[src/rtl/mc_control_fsm_if.sv]
// Control bundle between the multicycle sequencer and the datapath.
// The sequencer is the master: it consumes opcode/zero/mem_ready and drives every control strobe.
interface mc_control_fsm_if;
   logic [5:0] opcode;
   logic       zero;
   logic       mem_ready;

   logic       mem_req;
   logic       mem_we;
   logic       ir_we;
   logic       pc_we;
   logic       pc_sel;
   logic       reg_we;
   logic       reg_dst;
   logic       mem_to_reg;
   logic       alu_src_a;
   logic [1:0] alu_src_b;
   logic [1:0] alu_op;
   logic       illegal;
   logic       mem_timeout;
   logic [3:0] state;

   modport master (
      input  opcode, zero, mem_ready,
      output mem_req, mem_we, ir_we, pc_we, pc_sel, reg_we, reg_dst, mem_to_reg,
             alu_src_a, alu_src_b, alu_op, illegal, mem_timeout, state
   );

   modport slave (
      output opcode, zero, mem_ready,
      input  mem_req, mem_we, ir_we, pc_we, pc_sel, reg_we, reg_dst, mem_to_reg,
             alu_src_a, alu_src_b, alu_op, illegal, mem_timeout, state
   );
endinterface

[src/rtl/mc_control_fsm.sv]
// Multicycle control sequencer: fetch, decode, execute, memory and write-back control.
// Optional build macro MC_CTRL_JUMP_EN adds the J instruction (JUMP state, pc_sel=1).
module mc_control_fsm #(
   parameter int unsigned WAIT_LIMIT = 15
) (
   input logic              clk,
   input logic              rst_n,
   mc_control_fsm_if.master ctrl_io
);

   typedef enum logic [3:0] {
      StFetch   = 4'd0,
      StDecode  = 4'd1,
      StExecR   = 4'd2,
      StExecI   = 4'd3,
      StMemAddr = 4'd4,
      StMemRd   = 4'd5,
      StMemWr   = 4'd6,
      StWbR     = 4'd7,
      StWbMem   = 4'd8,
      StBranch  = 4'd9,
      StJump    = 4'd10,
      StWbI     = 4'd11
   } state_e;

   localparam logic [5:0] OpRtype = 6'b000000;
   localparam logic [5:0] OpLw    = 6'b100011;
   localparam logic [5:0] OpSw    = 6'b101011;
   localparam logic [5:0] OpBeq   = 6'b000100;
   localparam logic [5:0] OpAddi  = 6'b001000;
   localparam logic [5:0] OpJ     = 6'b000010;

   state_e     state_q, state_d;
   logic [3:0] cnt_q, cnt_d;
   logic       timeout_q, timeout_d;

   logic       mem_req;
   logic       mem_we;
   logic       ir_we;
   logic       pc_we;
   logic       pc_sel;
   logic       reg_we;
   logic       reg_dst;
   logic       mem_to_reg;
   logic       alu_src_a;
   logic [1:0] alu_src_b;
   logic [1:0] alu_op;
   logic       illegal;
   logic       waiting;
   logic [4:0] cnt_inc;

   always_ff @(posedge clk) begin
      if (!rst_n) begin
         state_q   <= StFetch;
         cnt_q     <= 4'd0;
         timeout_q <= 1'b0;
      end else begin
         state_q   <= state_d;
         cnt_q     <= cnt_d;
         timeout_q <= timeout_d;
      end
   end

   always_comb begin
      state_d    = state_q;
      mem_req    = 1'b0;
      mem_we     = 1'b0;
      ir_we      = 1'b0;
      pc_we      = 1'b0;
      pc_sel     = 1'b0;
      reg_we     = 1'b0;
      reg_dst    = 1'b0;
      mem_to_reg = 1'b0;
      alu_src_a  = 1'b0;
      alu_src_b  = 2'b00;
      alu_op     = 2'b00;
      illegal    = 1'b0;

      case (state_q)
         StFetch: begin
            mem_req   = 1'b1;
            alu_src_b = 2'b01;
            if (ctrl_io.mem_ready) begin
               ir_we   = 1'b1;
               pc_we   = 1'b1;
               state_d = StDecode;
            end
         end
         StDecode: begin
            // ALU precomputes PC + (imm << 2) so BRANCH can use it next cycle.
            alu_src_b = 2'b11;
            case (ctrl_io.opcode)
               OpRtype:     state_d = StExecR;
               OpAddi:      state_d = StExecI;
               OpLw, OpSw:  state_d = StMemAddr;
               OpBeq:       state_d = StBranch;
`ifdef MC_CTRL_JUMP_EN
               OpJ:         state_d = StJump;
`endif
               default: begin
                  illegal = 1'b1;
                  state_d = StFetch;
               end
            endcase
         end
         StExecR: begin
            alu_src_a = 1'b1;
            alu_op    = 2'b10;
            state_d   = StWbR;
         end
         StExecI: begin
            alu_src_a = 1'b1;
            alu_src_b = 2'b10;
            state_d   = StWbI;
         end
         StMemAddr: begin
            alu_src_a = 1'b1;
            alu_src_b = 2'b10;
            state_d   = (ctrl_io.opcode == OpSw) ? StMemWr : StMemRd;
         end
         StMemRd: begin
            mem_req = 1'b1;
            if (ctrl_io.mem_ready) state_d = StWbMem;
         end
         StMemWr: begin
            mem_req = 1'b1;
            mem_we  = 1'b1;
            if (ctrl_io.mem_ready) state_d = StFetch;
         end
         StWbR: begin
            reg_we  = 1'b1;
            reg_dst = 1'b1;
            state_d = StFetch;
         end
         StWbI: begin
            reg_we  = 1'b1;
            state_d = StFetch;
         end
         StWbMem: begin
            reg_we     = 1'b1;
            mem_to_reg = 1'b1;
            state_d    = StFetch;
         end
         StBranch: begin
            alu_src_a = 1'b1;
            alu_op    = 2'b01;
            pc_we     = ctrl_io.zero;
            state_d   = StFetch;
         end
`ifdef MC_CTRL_JUMP_EN
         StJump: begin
            pc_sel  = 1'b1;
            pc_we   = 1'b1;
            state_d = StFetch;
         end
`endif
         default: state_d = StFetch;
      endcase
   end

   // Wait counter saturates at 15; a request is never abandoned, only flagged.
   always_comb begin
      waiting   = mem_req & ~ctrl_io.mem_ready;
      cnt_inc   = {1'b0, cnt_q} + 5'd1;
      cnt_d     = 4'd0;
      timeout_d = timeout_q;
      if (waiting && (state_d == state_q)) begin
         cnt_d = (cnt_q == 4'hF) ? cnt_q : cnt_inc[3:0];
         if ({27'd0, cnt_inc} >= WAIT_LIMIT) timeout_d = 1'b1;
      end
   end

   // Reset blanks every output immediately, even before the state register clears.
   always_comb begin
      ctrl_io.mem_req     = rst_n & mem_req;
      ctrl_io.mem_we      = rst_n & mem_we;
      ctrl_io.ir_we       = rst_n & ir_we;
      ctrl_io.pc_we       = rst_n & pc_we;
      ctrl_io.pc_sel      = rst_n & pc_sel;
      ctrl_io.reg_we      = rst_n & reg_we;
      ctrl_io.reg_dst     = rst_n & reg_dst;
      ctrl_io.mem_to_reg  = rst_n & mem_to_reg;
      ctrl_io.alu_src_a   = rst_n & alu_src_a;
      ctrl_io.alu_src_b   = rst_n ? alu_src_b : 2'b00;
      ctrl_io.alu_op      = rst_n ? alu_op : 2'b00;
      ctrl_io.illegal     = rst_n & illegal;
      ctrl_io.mem_timeout = rst_n & timeout_q;
      ctrl_io.state       = rst_n ? state_q : 4'd0;
   end

endmodule

[src/flat_wrapper.sv]
// flat-port wrapper written by rule: the top's interface ports become plain ports
module mc_control_fsm_flat 
#(
   parameter int unsigned WAIT_LIMIT = 15
)
  (clk, rst_n, ctrl_io_opcode, ctrl_io_zero, ctrl_io_mem_ready, ctrl_io_mem_req, ctrl_io_mem_we, ctrl_io_ir_we, ctrl_io_pc_we, ctrl_io_pc_sel, ctrl_io_reg_we, ctrl_io_reg_dst, ctrl_io_mem_to_reg, ctrl_io_alu_src_a, ctrl_io_alu_src_b, ctrl_io_alu_op, ctrl_io_illegal, ctrl_io_mem_timeout, ctrl_io_state);
  mc_control_fsm_if ctrl_io_i ();
  input logic clk;
  input logic rst_n;
  input wire logic [$bits(ctrl_io_i.opcode)-1:0] ctrl_io_opcode;
  input wire logic [$bits(ctrl_io_i.zero)-1:0] ctrl_io_zero;
  input wire logic [$bits(ctrl_io_i.mem_ready)-1:0] ctrl_io_mem_ready;
  output wire logic [$bits(ctrl_io_i.mem_req)-1:0] ctrl_io_mem_req;
  output wire logic [$bits(ctrl_io_i.mem_we)-1:0] ctrl_io_mem_we;
  output wire logic [$bits(ctrl_io_i.ir_we)-1:0] ctrl_io_ir_we;
  output wire logic [$bits(ctrl_io_i.pc_we)-1:0] ctrl_io_pc_we;
  output wire logic [$bits(ctrl_io_i.pc_sel)-1:0] ctrl_io_pc_sel;
  output wire logic [$bits(ctrl_io_i.reg_we)-1:0] ctrl_io_reg_we;
  output wire logic [$bits(ctrl_io_i.reg_dst)-1:0] ctrl_io_reg_dst;
  output wire logic [$bits(ctrl_io_i.mem_to_reg)-1:0] ctrl_io_mem_to_reg;
  output wire logic [$bits(ctrl_io_i.alu_src_a)-1:0] ctrl_io_alu_src_a;
  output wire logic [$bits(ctrl_io_i.alu_src_b)-1:0] ctrl_io_alu_src_b;
  output wire logic [$bits(ctrl_io_i.alu_op)-1:0] ctrl_io_alu_op;
  output wire logic [$bits(ctrl_io_i.illegal)-1:0] ctrl_io_illegal;
  output wire logic [$bits(ctrl_io_i.mem_timeout)-1:0] ctrl_io_mem_timeout;
  output wire logic [$bits(ctrl_io_i.state)-1:0] ctrl_io_state;
  assign ctrl_io_i.opcode = ctrl_io_opcode;
  assign ctrl_io_i.zero = ctrl_io_zero;
  assign ctrl_io_i.mem_ready = ctrl_io_mem_ready;
  assign ctrl_io_mem_req = ctrl_io_i.mem_req;
  assign ctrl_io_mem_we = ctrl_io_i.mem_we;
  assign ctrl_io_ir_we = ctrl_io_i.ir_we;
  assign ctrl_io_pc_we = ctrl_io_i.pc_we;
  assign ctrl_io_pc_sel = ctrl_io_i.pc_sel;
  assign ctrl_io_reg_we = ctrl_io_i.reg_we;
  assign ctrl_io_reg_dst = ctrl_io_i.reg_dst;
  assign ctrl_io_mem_to_reg = ctrl_io_i.mem_to_reg;
  assign ctrl_io_alu_src_a = ctrl_io_i.alu_src_a;
  assign ctrl_io_alu_src_b = ctrl_io_i.alu_src_b;
  assign ctrl_io_alu_op = ctrl_io_i.alu_op;
  assign ctrl_io_illegal = ctrl_io_i.illegal;
  assign ctrl_io_mem_timeout = ctrl_io_i.mem_timeout;
  assign ctrl_io_state = ctrl_io_i.state;
  mc_control_fsm #(.WAIT_LIMIT(WAIT_LIMIT)) u_core (.clk(clk), .rst_n(rst_n), .ctrl_io(ctrl_io_i));
endmodule
[config.mk]
export PLATFORM = sky130hd
export DESIGN_NAME = mc_control_fsm_flat
export DESIGN_NICKNAME = d
export VERILOG_FILES = /design/src/rtl/mc_control_fsm_if.sv /design/src/rtl/mc_control_fsm.sv /design/src/flat_wrapper.sv
export SDC_FILE = /design/constraint.sdc
export NUM_CORES = 1
export LEC_CHECK = 0
export CAP_MARGIN = 40
export CORE_MARGIN = 4
export CORE_UTILIZATION = 40
export DETAILED_ROUTE_END_ITERATION = 8
export PLACE_DENSITY = 0.74
export SKIP_CTS_REPAIR_TIMING = 1
export SLEW_MARGIN = 20
export SYNTH_ARGS = -nofsm -noshare
export SYNTH_HDL_FRONTEND = slang
export SYNTH_SLANG_ARGS = --single-unit
[constraint.sdc]
create_clock -name clk -period 1.97 [get_ports clk]
set_input_delay 0.197 -clock clk [delete_from_list [all_inputs] [get_ports clk]]
set_output_delay 0.197 -clock clk [all_outputs]
set_load 0.05 [all_outputs]
==> qor.txt <==
Status - finished, final reports clean
Final GP Congestion - 0.935
Global route overflow - 0
Die X - 51.9 um
CTS tree - done
Initial antenna violation count - 0
CP top delay family - simple AND/OR/NAND/NOR gates
Max incr delay on CP - 480 ps
Die Area - 0.00269 mm^2
Post-synth EDFFs - 0
Worst Path Arrival - 1670 ps
First-pass GRT wire length - 3.96 mm
CTS buffer count - 3
Mapped Nets - 118
CP bufs+invs - 2
Cell taking the most area after synthesis - dfxtp_1
# fillers - 123
Startpoint Class - input pin
CP Data Required Time - 1770 ps
Port Buffer Count - 27
Share of flip-flops with an asynchronous set or reset - 0%
DRT antenna net count - 0
Layout cells sized above 1 - 30.0%
Final wirelength - 2.34 mm
Hold WC Path Type - flop to flop
Register area share after synthesis - 23.4%
Final TNS setup - 0 ps
# clock sinks - 9
Tcrit/Tclk final - 94.9%
Total number of yosys warnings - 0
Final Setup Violations - 0
Pre-CTS WS - 110 ps
Vias in the first global route - 891
Clk_skew - 0.258 ps
Hold endpoint - u_core.timeout_q
Worst reg2reg setup slack - 270 ps
# rows - 15
Count leader, synth - nor2_1
Via/cell ratio - 5.47
Layout Area Growth over Synthesis - 72.9%
Final antenna diode count - 0
Final worst-path setup slack - 100 ps
Worst path cell trace - clkdlybuf4s50_1, nor2_1, and4_1, or4_1, a21oi_2, buf_12
Slew Limit Fails - 0
Initial detailed-routing violation count - 13
Yosys cell types - 42
Reg2reg end - u_core.timeout_q
Setup CP Type - input pin to output pin
Fin crit period - 1870 ps
Slowest-stage cell, CP - clkdlybuf4s50_1
Worst Setup End Kind - output pin
Die height - 51.9 um
Initial Utilization - 43.2%
Max-cap viol count - 0
Synth top area share - 23.4%
Reg-to-reg critical path startpoint - u_core.state_q[1]
Largest net degree at the start of global routing - 15
Root Driver - clkbuf_4
Drt wl/cell - 14.2 um
Crit Path Max Fanout - 2
Commonest cells post-synth - 17 x nor2_1, 11 x nand2_1, 9 x dfxtp_1, 6 x and2_1, 6 x nor3_1
Synth area leaders - dfxtp_1 23%, nor2_1 8.3%, nand2_1 5.4%
Final #Nets - 153
R2R cell count - 5
GRT Total Usage - 19.5%
Hold_sp - u_core.timeout_q
Vias after detailed routing - 903
RSZ-0062 raised after global routing - no
Hpwl dp - 1.87 mm
H-tree depth - 1
Clock slew at reported path FFs - 60 ps
Max Root-Sink Buffers - 2
Post-Syn Area - 771 um^2
DR DRC count - 0
Post-Synthesis Cells - 106
Final Hold Violating Endpoints - 0
Maximum vdd drop - 0.279 mV
Static leakage - 0.526 nW
Power Density - 382 mW/mm^2
Clk Latency, worst-skew pair - 260 ps
FF+latch count, synth - 9
Core area - 0.00178 mm^2
Syn Area/Cell - 7.27 um^2
Ys flop type - dfxtp_1
Worst Hold Depth - 2
Max frequency - 0.535 GHz
I/O pin cnt - 29
Pre-antenna DRT Iters - 4
## worst reg2reg max path, delay by kind of cell (launching register included)
kind	cells	cell delay (ps)
AND/OR/NAND/NOR	2	560
buffers and inverters	1	230
AO/OA/AOI/OAI	2	400
flip-flops	1	420
## placed cells by master, fill, tap and decap left out, drive strengths merged, types with 2 or more instances in the layout
| cell | count |
|---|---|
| a211oi | 2 |
| a21boi | 2 |
| a21oi | 4 |
| a31oi | 2 |
| and2 | 6 |
| buf | 29 |
| clkbuf | 4 |
| clkdlybuf4s50 | 9 |
| dfxtp | 9 |
| ha | 2 |
| inv | 5 |
| nand2 | 11 |
| nand3 | 5 |
| nor2 | 17 |
| nor3 | 6 |
| nor4 | 2 |
| nor4b | 2 |
| xor2 | 2 |
## registers in the layout, summed over array words and instances (netlist names)
register / count
u_core.timeout_q: 1
u_core.state_q: 4
u_core.cnt_q: 4
## worst max-delay path by stage
stage | startpoint | endpoint | slack (ps) | cells past startpoint
after detailed placement | ctrl_io_opcode[2] | ctrl_io_illegal | 110 | 6
after global routing | u_core.state_q[2] | ctrl_io_alu_src_a | 9 | 4
after floorplan | u_core.state_q[2] | ctrl_io_alu_src_b[0] | 10 | 3
after CTS | u_core.state_q[3] | ctrl_io_illegal | 10 | 5
final | ctrl_io_opcode[2] | ctrl_io_illegal | 100 | 6
after global placement | ctrl_io_opcode[2] | ctrl_io_illegal | 130 | 6
## routing by layer
metal | GRT usage, % | up-vias | part of all wire [%]
li1 | - | 441 | -
met1 | 21.8 | 429 | 39
met2 | 36.0 | 29 | 55
met3 | 4.01 | 4 | 4.8
met4 | 6.99 | 0 | 2.1
met5 | 0 | - | 0
## cells by family after synthesis
kind of cell             after synthesis  synth area share, %
AO/OA/AOI/OAI                         20                 19.8
XOR/XNOR                               3                 4.38
adder cells (fa/ha/maj)                2                 3.25
buffers and inverters                 13                 8.44
flip-flops                             9                 23.4
multiplexers                           2                 2.76
other                                  1                0.487
AND/OR/NAND/NOR                       56                 37.5
## where the power goes
| group | leakage, nW | internal, W | switching (W) |
|---|---|---|---|
| combinational | 0.437 | 0.0000814 | 0.0000915 |
| sequential | 0.0738 | 0.000186 | 0.00000849 |
| clock | 0.0150 | 0.0000780 | 0.0000633 |
## metrics by stage
stage               utilization (%)  cell area [um^2]  hold slack [ps]  power (W)  std cells
floorplan                         -               786              350   0.000285        106
global placement               73.1              1300              437   0.000366        161
detailed placement             73.1              1300              479   0.000370        161
CTS                            74.6              1330              493   0.000514        165
global route                   74.7              1330              502   0.000529        165
finish                         74.7              1330              497   0.000509        165
## layout make-up
cell class | instances | area, um^2 | area share (%)
Clock buffer | 4 | 26.3 | 1.97
Inverter | 5 | 18.8 | 1.41
Multi-Input combinational cell | 84 | 541 | 40.6
Sequential cell | 9 | 183 | 13.7
Tap cell | 25 | 31.3 | 2.35
Timing Repair Buffer | 38 | 533 | 40.0
No activity file was read; power rests on OpenSTA's default activity.
